[src/rtl/mem_arb_pkg.sv]
// Shared types and sizing helper for the vector data memory port arbiter.
package mem_arb_pkg;

   typedef enum logic {CPU_PRIO, HOST_FORCE} arb_state_t;

   typedef enum logic [1:0] {SRC_NONE, SRC_CPU, SRC_HOST} arb_src_t;

   // Starvation counter must hold 0..limit inclusive.
   function automatic int unsigned STARVE_CNT_W(input int unsigned limit);
      int unsigned w;
      w = $clog2(limit + 1);
      return (w < 1) ? 1 : w;
   endfunction

endpackage

[src/rtl/mem_arb_stats.sv]
// Host grant and CPU stall event counters, wrapping modulo 2^STAT_WIDTH.
module mem_arb_stats #(
   parameter int unsigned STAT_WIDTH = 16
) (
   input  logic                  clock,
   input  logic                  reset,
   input  logic                  host_grant,
   input  logic                  cpu_stall,
   output logic [STAT_WIDTH-1:0] host_grant_cnt,
   output logic [STAT_WIDTH-1:0] cpu_stall_cnt
);

   always_ff @(posedge clock or posedge reset) begin
      if (reset) begin
         host_grant_cnt <= '0;
         cpu_stall_cnt  <= '0;
      end else begin
         if (host_grant) host_grant_cnt <= host_grant_cnt + STAT_WIDTH'(1);
         if (cpu_stall)  cpu_stall_cnt  <= cpu_stall_cnt + STAT_WIDTH'(1);
      end
   end

endmodule

[src/rtl/mem_port_arbiter.sv]
// Arbitrates the single-port vector data memory between the CPU M stage and a host port.
// Optional statistics counters are enabled with MEM_ARB_STATS_EN.
module mem_port_arbiter
   import mem_arb_pkg::*;
#(
   parameter int unsigned DATA_WIDTH    = 16,
   parameter int unsigned VECTOR_SIZE   = 6,
   parameter int unsigned ADDRESS_WIDTH = 16,
   parameter int unsigned STARVE_LIMIT  = 8
`ifdef MEM_ARB_STATS_EN
   ,
   parameter int unsigned STAT_WIDTH    = 16
`endif
) (
   input  logic                                clock,
   input  logic                                reset,
   input  logic                                cpuReq,
   input  logic                                cpuWrite,
   input  logic [ADDRESS_WIDTH-1:0]            cpuAddr,
   input  logic [DATA_WIDTH*VECTOR_SIZE-1:0]   cpuWData,
   output logic [DATA_WIDTH*VECTOR_SIZE-1:0]   cpuRData,
   output logic                                cpuStall,
   input  logic                                hostValid,
   output logic                                hostReady,
   input  logic                                hostWrite,
   input  logic [ADDRESS_WIDTH-1:0]            hostAddr,
   input  logic [DATA_WIDTH*VECTOR_SIZE-1:0]   hostWData,
   output logic                                hostRValid,
   output logic [DATA_WIDTH*VECTOR_SIZE-1:0]   hostRData,
   output logic                                memWE,
   output logic [ADDRESS_WIDTH-1:0]            memAddr,
   output logic [DATA_WIDTH*VECTOR_SIZE-1:0]   memWData,
   input  logic [DATA_WIDTH*VECTOR_SIZE-1:0]   memRData
`ifdef MEM_ARB_STATS_EN
   ,
   output logic [STAT_WIDTH-1:0]               hostGrantCnt,
   output logic [STAT_WIDTH-1:0]               cpuStallCnt
`endif
);

   localparam int unsigned CW = STARVE_CNT_W(STARVE_LIMIT);

   arb_state_t    state;
   arb_src_t      src;
   logic [CW-1:0] starve_cnt;
   logic          contend;
   logic          host_rd_acc;

   // Grant selection: CPU wins in CPU_PRIO, host wins in the forced slot.
   always_comb begin
      src      = SRC_NONE;
      cpuStall = 1'b0;
      case (state)
         CPU_PRIO: begin
            if (cpuReq)         src = SRC_CPU;
            else if (hostValid) src = SRC_HOST;
         end
         HOST_FORCE: begin
            if (hostValid) begin
               src      = SRC_HOST;
               cpuStall = cpuReq;
            end
         end
         default: ;
      endcase
   end

   always_comb begin
      memWE    = 1'b0;
      memAddr  = cpuAddr;
      memWData = cpuWData;
      case (src)
         SRC_CPU: memWE = cpuWrite;
         SRC_HOST: begin
            memWE    = hostWrite;
            memAddr  = hostAddr;
            memWData = hostWData;
         end
         default: ;
      endcase
   end

   assign hostReady   = (src == SRC_HOST);
   assign cpuRData    = memRData;
   assign contend     = (state == CPU_PRIO) && hostValid && cpuReq;
   assign host_rd_acc = hostReady && !hostWrite;

   // FSM, starvation counter and one-cycle host read response.
   always_ff @(posedge clock or posedge reset) begin
      if (reset) begin
         state      <= CPU_PRIO;
         starve_cnt <= '0;
         hostRValid <= 1'b0;
         hostRData  <= '0;
      end else begin
         hostRValid <= host_rd_acc;
         if (host_rd_acc) hostRData <= memRData;
         case (state)
            CPU_PRIO: begin
               if (hostReady || !hostValid)
                  starve_cnt <= '0;
               else if (contend && starve_cnt != CW'(STARVE_LIMIT))
                  starve_cnt <= starve_cnt + CW'(1);
               if (contend && starve_cnt == CW'(STARVE_LIMIT - 1))
                  state <= HOST_FORCE;
            end
            HOST_FORCE: begin
               state      <= CPU_PRIO;
               starve_cnt <= '0;
            end
            default: state <= CPU_PRIO;
         endcase
      end
   end

`ifdef MEM_ARB_STATS_EN
   mem_arb_stats #(
      .STAT_WIDTH (STAT_WIDTH)
   ) u_stats (
      .clock          (clock),
      .reset          (reset),
      .host_grant     (hostReady),
      .cpu_stall      (cpuStall),
      .host_grant_cnt (hostGrantCnt),
      .cpu_stall_cnt  (cpuStallCnt)
   );
`else
   // Arbitration only; no statistics state.
`endif

endmodule

[config.mk]
export PLATFORM = sky130hd
export DESIGN_NAME = mem_port_arbiter
export DESIGN_NICKNAME = d
export VERILOG_FILES = /design/src/rtl/mem_arb_pkg.sv /design/src/rtl/mem_arb_stats.sv /design/src/rtl/mem_port_arbiter.sv
export SDC_FILE = /design/constraint.sdc
export NUM_CORES = 1
export LEC_CHECK = 0
export ABC_CLOCK_PERIOD_IN_PS = 9000
export BUFFER_PORTS_ARGS = -buffer_cell sky130_fd_sc_hd__buf_2
export CORE_AREA = 5 5 246 248
export CTS_BUF_LIST = sky130_fd_sc_hd__clkbuf_16
export CTS_CLUSTER_DIAMETER = 60
export CTS_CLUSTER_SIZE = 20
export DETAILED_ROUTE_END_ITERATION = 10
export DIE_AREA = 0 0 251 253
export PLACE_DENSITY = 0.38
export SETUP_SLACK_MARGIN = 0.4
export SLEW_MARGIN = 20
export SYNTH_ARGS = -nofsm -noshare
export SYNTH_HDL_FRONTEND = slang
export SYNTH_SLANG_ARGS = --single-unit
[constraint.sdc]
create_clock -name clock -period 9 [get_ports clock]
set_input_delay 1.8 -clock clock [delete_from_list [all_inputs] [get_ports clock]]
set_output_delay 1.8 -clock clock [all_outputs]
set_load 0.01 [all_outputs]
== Word-level counts from Yosys, hierarchy flattened ==
Index checks and enable logic that the tools add are counted.

* Add/sub/neg operators: 1
* Equality and inequality tests: 5
* Mux-type cells: 13
* Bitwise operators: 1
* Reductions and logical operators: 8

{| class="wikitable"
|+ Operators by type and width
! cell !! count
|-
| 2-to-1 mux 96 bit || 1
|-
| 2-to-1 mux 16 bit || 1
|-
| 2-to-1 mux 4 bit || 2
|-
| case mux 4 bit (2 select lines) || 1
|-
| logical AND 1 bit || 5
|-
| adder 4 x 1 -> 4 bit, second input constant || 1
|-
| equality test 4 x 3 -> 1 bit, second input constant || 1
|-
| 2-to-1 mux 2 bit || 2
|-
| != test 4 bit, second input constant || 1
|-
| case mux 1 bit (2 select lines) || 2
|-
| case mux 2 bit (2 select lines) || 1
|-
| 2-to-1 mux 1 bit || 3
|-
| != test 3 x 1 -> 1 bit, second input constant || 1
|-
| equality test 2 x 1 -> 1 bit, second input constant || 1
|-
| equality test 2 bit, second input constant || 1
|-
| logical NOT 1 bit || 2
|-
| logical OR 1 bit || 1
|-
| inverter 1 bit || 1
|}

* Flip-flop bits (word level): 102
* Input port bits: 326
* Output and inout bits: 308

== Logic depth before layout (Yosys ltp) ==
* Depth after elaboration: 7
* Gate-level depth with buffers: 5

== Worst setup path after synthesis ==
Ideal clock, no wire load.

* Kind: input to output
* Start: in cpuReq
* End: out memAddr[0]
* Data arrival time: 2.735 ns
* Data required time: 7.200 ns
* Path slack: 4.465 ns
* Cell stages on the path: 5
* Cell sequence: nand2b_1 nand2_1 buf_2 buf_2 mux2_2

* Cells in the longest elaborated chain, start to end: 4

{| class="wikitable"
|+ Ends and longest elaborated chain
! what !! line !! source
|-
| start, declared || mem_port_arbiter.sv:17 || <nowiki>input logic cpuReq,</nowiki>
|-
| 2-to-1 mux 2 bit || mem_port_arbiter.sv:55 || <nowiki>if (cpuReq) src = SRC_CPU;</nowiki>
|-
| case mux 2 bit (2 select lines) || mem_port_arbiter.sv:53 || <nowiki>case (state)</nowiki>
|-
| equality test 2 bit || mem_port_arbiter.sv:72 || <nowiki>case (src)</nowiki>
|-
| 2-to-1 mux 16 bit || mem_port_arbiter.sv:72 ||
|-
| end, declared || mem_port_arbiter.sv:31 || <nowiki>output logic [ADDRESS_WIDTH-1:0] memAddr,</nowiki>
|}

No other way between the ends.

== Final worst setup path ==
* Start: in cpuReq
* End: out memWData[67]

* Cells in the longest elaborated chain, start to end: 4

{| class="wikitable"
|+ Ends and longest elaborated chain
! what !! line !! source
|-
| 2-to-1 mux 2 bit || mem_port_arbiter.sv:55 ||
|-
| case mux 2 bit (2 select lines) || mem_port_arbiter.sv:53 ||
|-
| equality test 2 bit || mem_port_arbiter.sv:72 ||
|-
| 2-to-1 mux 96 bit || mem_port_arbiter.sv:72 ||
|-
| end, declared || mem_port_arbiter.sv:32 || <nowiki>output logic [DATA_WIDTH*VECTOR_SIZE-1:0] memWData,</nowiki>
|}

No other way between the ends.

==> run_results.csv <==
group,metric,value,unit
worst_setup_path,critical_path_type,"input pin to output pin",
global_route,track_usage,10.9,%
floorplan,num_rows,89,
logic_synthesis,syn-mean-instance-area,13.0,um^2
worst_setup_path,worst-path-stages,6,
logic_synthesis,share_of_synthesized_area_spent_on_multiplexers,39.7,%
clock_network,hold_buffer_count_at_cts,0,
clock_network,cts_root_buf,"sky130_fd_sc_hd__clkbuf_16",
logic_synthesis,register_area_share_after_synthesis,43.0,%
clock_network,ctsLongestPathBuffers,2,
route,detailedRoute.firstPassIterationCount,4,
floorplan,starting_utilization_of_the_core_area,10.2,%
timing,rsz0062_at_grt,"no",
logic_synthesis,synth_largest_area_cell,"sky130_fd_sc_hd__dfrtp_1",
clock_network,postCtsSetupBuffers,0,
cells_and_area,layout-area-overhead-vs-synth,61.4,%
worst_hold_path,hold_path.class,"flip-flop to flip-flop",
worst_setup_path,timing.critical_path.from_type,"input pin",
power_and_ir_drop,worst_vdd_drop,0.0885,mV
worst_setup_path,crit_path_cell_trace,"buf_2 -> nand2b_1 -> nand2_4 -> buf_4 -> mux2_2 -> buf_2",
clock_network,cts_htree_levels,3,
logic_synthesis,synth_compound_area_share,0.0844,%
worst_hold_path,worst_hold_stages,1,
floorplan,die_h,253,um
floorplan,core,58200,um^2
timing,setup_viol_count_final,0,
power_and_ir_drop,power.static_leakage,4.81,nW
route,detail-route-antenna-nets,0,
logic_synthesis,post_synth_most_frequent_cells,"sky130_fd_sc_hd__mux2_2, sky130_fd_sc_hd__dfrtp_1, sky130_fd_sc_hd__buf_4",
logic_synthesis,synthArstFlopShare,100,%
timing,fin_worst_skew,0.0116,ns
floorplan,chipWidth,251,um
route,vias_per_cell,3.19,
global_route,grt_remaining_overflow,0,
worst_setup_path,regToRegSetupSlack,6.58,ns
clock_network,clk-insertion-delay-late,0.38,ns
logic_synthesis,synthXorXnorAreaFrac,0.295,%
worst_setup_path,worst_path_largest_cell_delay,0.73,ns
timing,tightestPinTransition,0.960,ns
logic_synthesis,syn_area,5930,um^2
global_route,via_count_of_the_first_global_routing_pass,5861,
logic_synthesis,yosys_warnings,0,
worst_setup_path,crit_path_top_delay_cell,"sky130_fd_sc_hd__buf_4",
logic_synthesis,synthMostInstantiatedCell,"sky130_fd_sc_hd__mux2_2",
worst_setup_path,crit_fanout,58,
floorplan,die_area,63500,um^2
logic_synthesis,synth_top_family_by_area,"multiplexers",
logic_synthesis,synth_top_cells_by_area,"sky130_fd_sc_hd__dfrtp_1, sky130_fd_sc_hd__mux2_2, sky130_fd_sc_hd__buf_4, sky130_fd_sc_hd__mux2_1, sky130_fd_sc_hd__buf_2",
cells_and_area,fillers,6593,
logic_synthesis,synthDominantCellAreaShare,43.0,%
clock_network,clock-sinks,102,
worst_setup_path,critical-path-top-cell-by-count,"sky130_fd_sc_hd__buf_2",
route,route.vias.total,5648,
timing,fin_setup_tns,0,ns
clock_network,cts_tree,"built",
cells_and_area,nets,1315,
route,first_iter_violations,172,
logic_synthesis,postSynthNetCount,785,
flow_run,timing.max_cap.violations,0,
power_and_ir_drop,pwr_density_cell,156,nW/um^2
logic_synthesis,dominantRegCellSynth,"sky130_fd_sc_hd__dfrtp_1",
place,finalWeightedCongestion,1.02,
timing,final_min_period_over_clock_period,64.1,%
place,port_buffers,633,
place,place.detailed.hpwl,33.4,mm
logic_synthesis,netlist_instances,457,
route,wirelength_routed,37.4,mm
timing,final_hold_viol_count,0,
worst_setup_path,worstPathBufferInverterCount,3,
clock_network,cts.reportedPaths.clkPinSlew,0.07,ns
logic_synthesis,synth_adder_area_share,0.422,%
outcome,outcome,"completed",
logic_synthesis,synth_enable_flop_cells,0,
worst_setup_path,arrival_time_at_the_worst_endpoint,3.97,ns
timing,period_minus_slack,5.77,ns
worst_setup_path,worst_r2r_path_depth,5,
timing,maxSlewHeadroom,36.0,%
worst_setup_path,element_type_at_the_critical_path_end,"output pin",
timing,timing.fmax,173,MHz
worst_setup_path,critical-path-top-delay-family,"buffers and inverters",
global_route,grt_pass1_wl,47.5,mm
route,drcViolationCount,0,
clock_network,numCtsBuffers,9,
cells_and_area,sequential_cell_area,2550,um^2
worst_setup_path,required_worst_endpoint,7.20,ns
clock_network,cts_repair_resize_count,0,
place,detailed_place.area,9250,um^2
cells_and_area,area_of_combinational_cells_with_multiple_inputs,2520,um^2
global_route,maximum_number_of_pins_on_one_net_before_global_route_repair,70,
logic_synthesis,synth_simple_gate_area_share,1.86,%
global_route,initial_antenna_violation_count,23,
floorplan,num_io_pins,634,
logic_synthesis,synth_cell_type_count,21,
cells_and_area,fin_area,9570,um^2
cells_and_area,fraction_of_final_layout_cells_sized_beyond_drive_strength_1,84.2,%
logic_synthesis,synth.ff_latch_count,102,
route,wl_per_cell,21.1,um
timing,drv_slew,0,
cells by family after synthesis:
kind of cell,count (synthesis)
muxes,209
buffers and inverters,122
DFF,102
and+or+nand+nor,19
xor gates and xnor gates,2
adders and majority gates,2
AOI/OAI and AO/OA,1
registers in the layout (all words and copies together) (netlist names):
signal,cells
state,1
hostRData,96
starve_cnt,4
hostRValid,1
cell type report:
cell class	instances	area share (%)
well taps	773	10.1
diodes	6	0.157
clock inverters	7	0.798
clock buffers	9	2.35
flip-flops and latches	102	26.7
multi-input cells	233	26.3
inverters	4	0.183
repair buffers	637	33.4
report_power, final:
part           total, mW  internal (mW)  switching, mW
clock network      0.410          0.217          0.193
logic              0.505          0.243          0.262
registers          0.578          0.541         0.0370
worst paths after layout:
path / startpoint / to
worst min register to register: hostRData[25]$_DFFE_PP0P_ / hostRData[25]$_DFFE_PP0P_
max in group asynchronous: reset / hostRData[8]$_DFFE_PP0P_
worst max register to register: state$_DFF_PP0_ / hostRData[8]$_DFFE_PP0P_
worst max-delay path: cpuReq / memWData[67]
worst min-delay path: hostRData[25]$_DFFE_PP0P_ / hostRData[25]$_DFFE_PP0P_
min in group asynchronous: reset / hostRData[88]$_DFFE_PP0P_
placed cells by master, fill, tap and decap left out, types with 2 or more instances in the layout:
cell / n
sky130_fd_sc_hd__buf_2: 633
sky130_fd_sc_hd__buf_4: 4
sky130_fd_sc_hd__clkbuf_16: 9
sky130_fd_sc_hd__clkinv_4: 4
sky130_fd_sc_hd__dfrtp_1: 102
sky130_fd_sc_hd__diode_2: 6
sky130_fd_sc_hd__ha_1: 2
sky130_fd_sc_hd__inv_1: 4
sky130_fd_sc_hd__mux2_1: 29
sky130_fd_sc_hd__mux2_2: 179
sky130_fd_sc_hd__nand2_1: 5
sky130_fd_sc_hd__nand2b_1: 2
sky130_fd_sc_hd__nand3_1: 2
sky130_fd_sc_hd__nand3b_1: 2
sky130_fd_sc_hd__nor2_1: 3
per-stage QoR:
stage	total power [mW]	utilization [%]	std cells	setup WS, ns	hold WS (ns)
after floorplan	0.836	-	457	4.46	0.470
after global placement	1.11	15.9	1749	3.31	0.465
after detailed placement	1.11	15.9	1749	3.20	0.470
after CTS	1.54	16.4	1765	3.21	0.487
after global routing	1.59	16.4	1766	3.09	0.498
final	1.49	16.4	1771	3.23	0.483
layer usage:
layer / global-route usage, % / routed length [um] / up-vias
met5: 0 / 0 / -
met3: 5.31 / 4050 / 46
met1: 11.6 / 13300 / 2680
li1: - / - / 2579
met4: 3.38 / 1400 / 0
met2: 19.2 / 18600 / 343
Power figures use the tool's default switching activity.
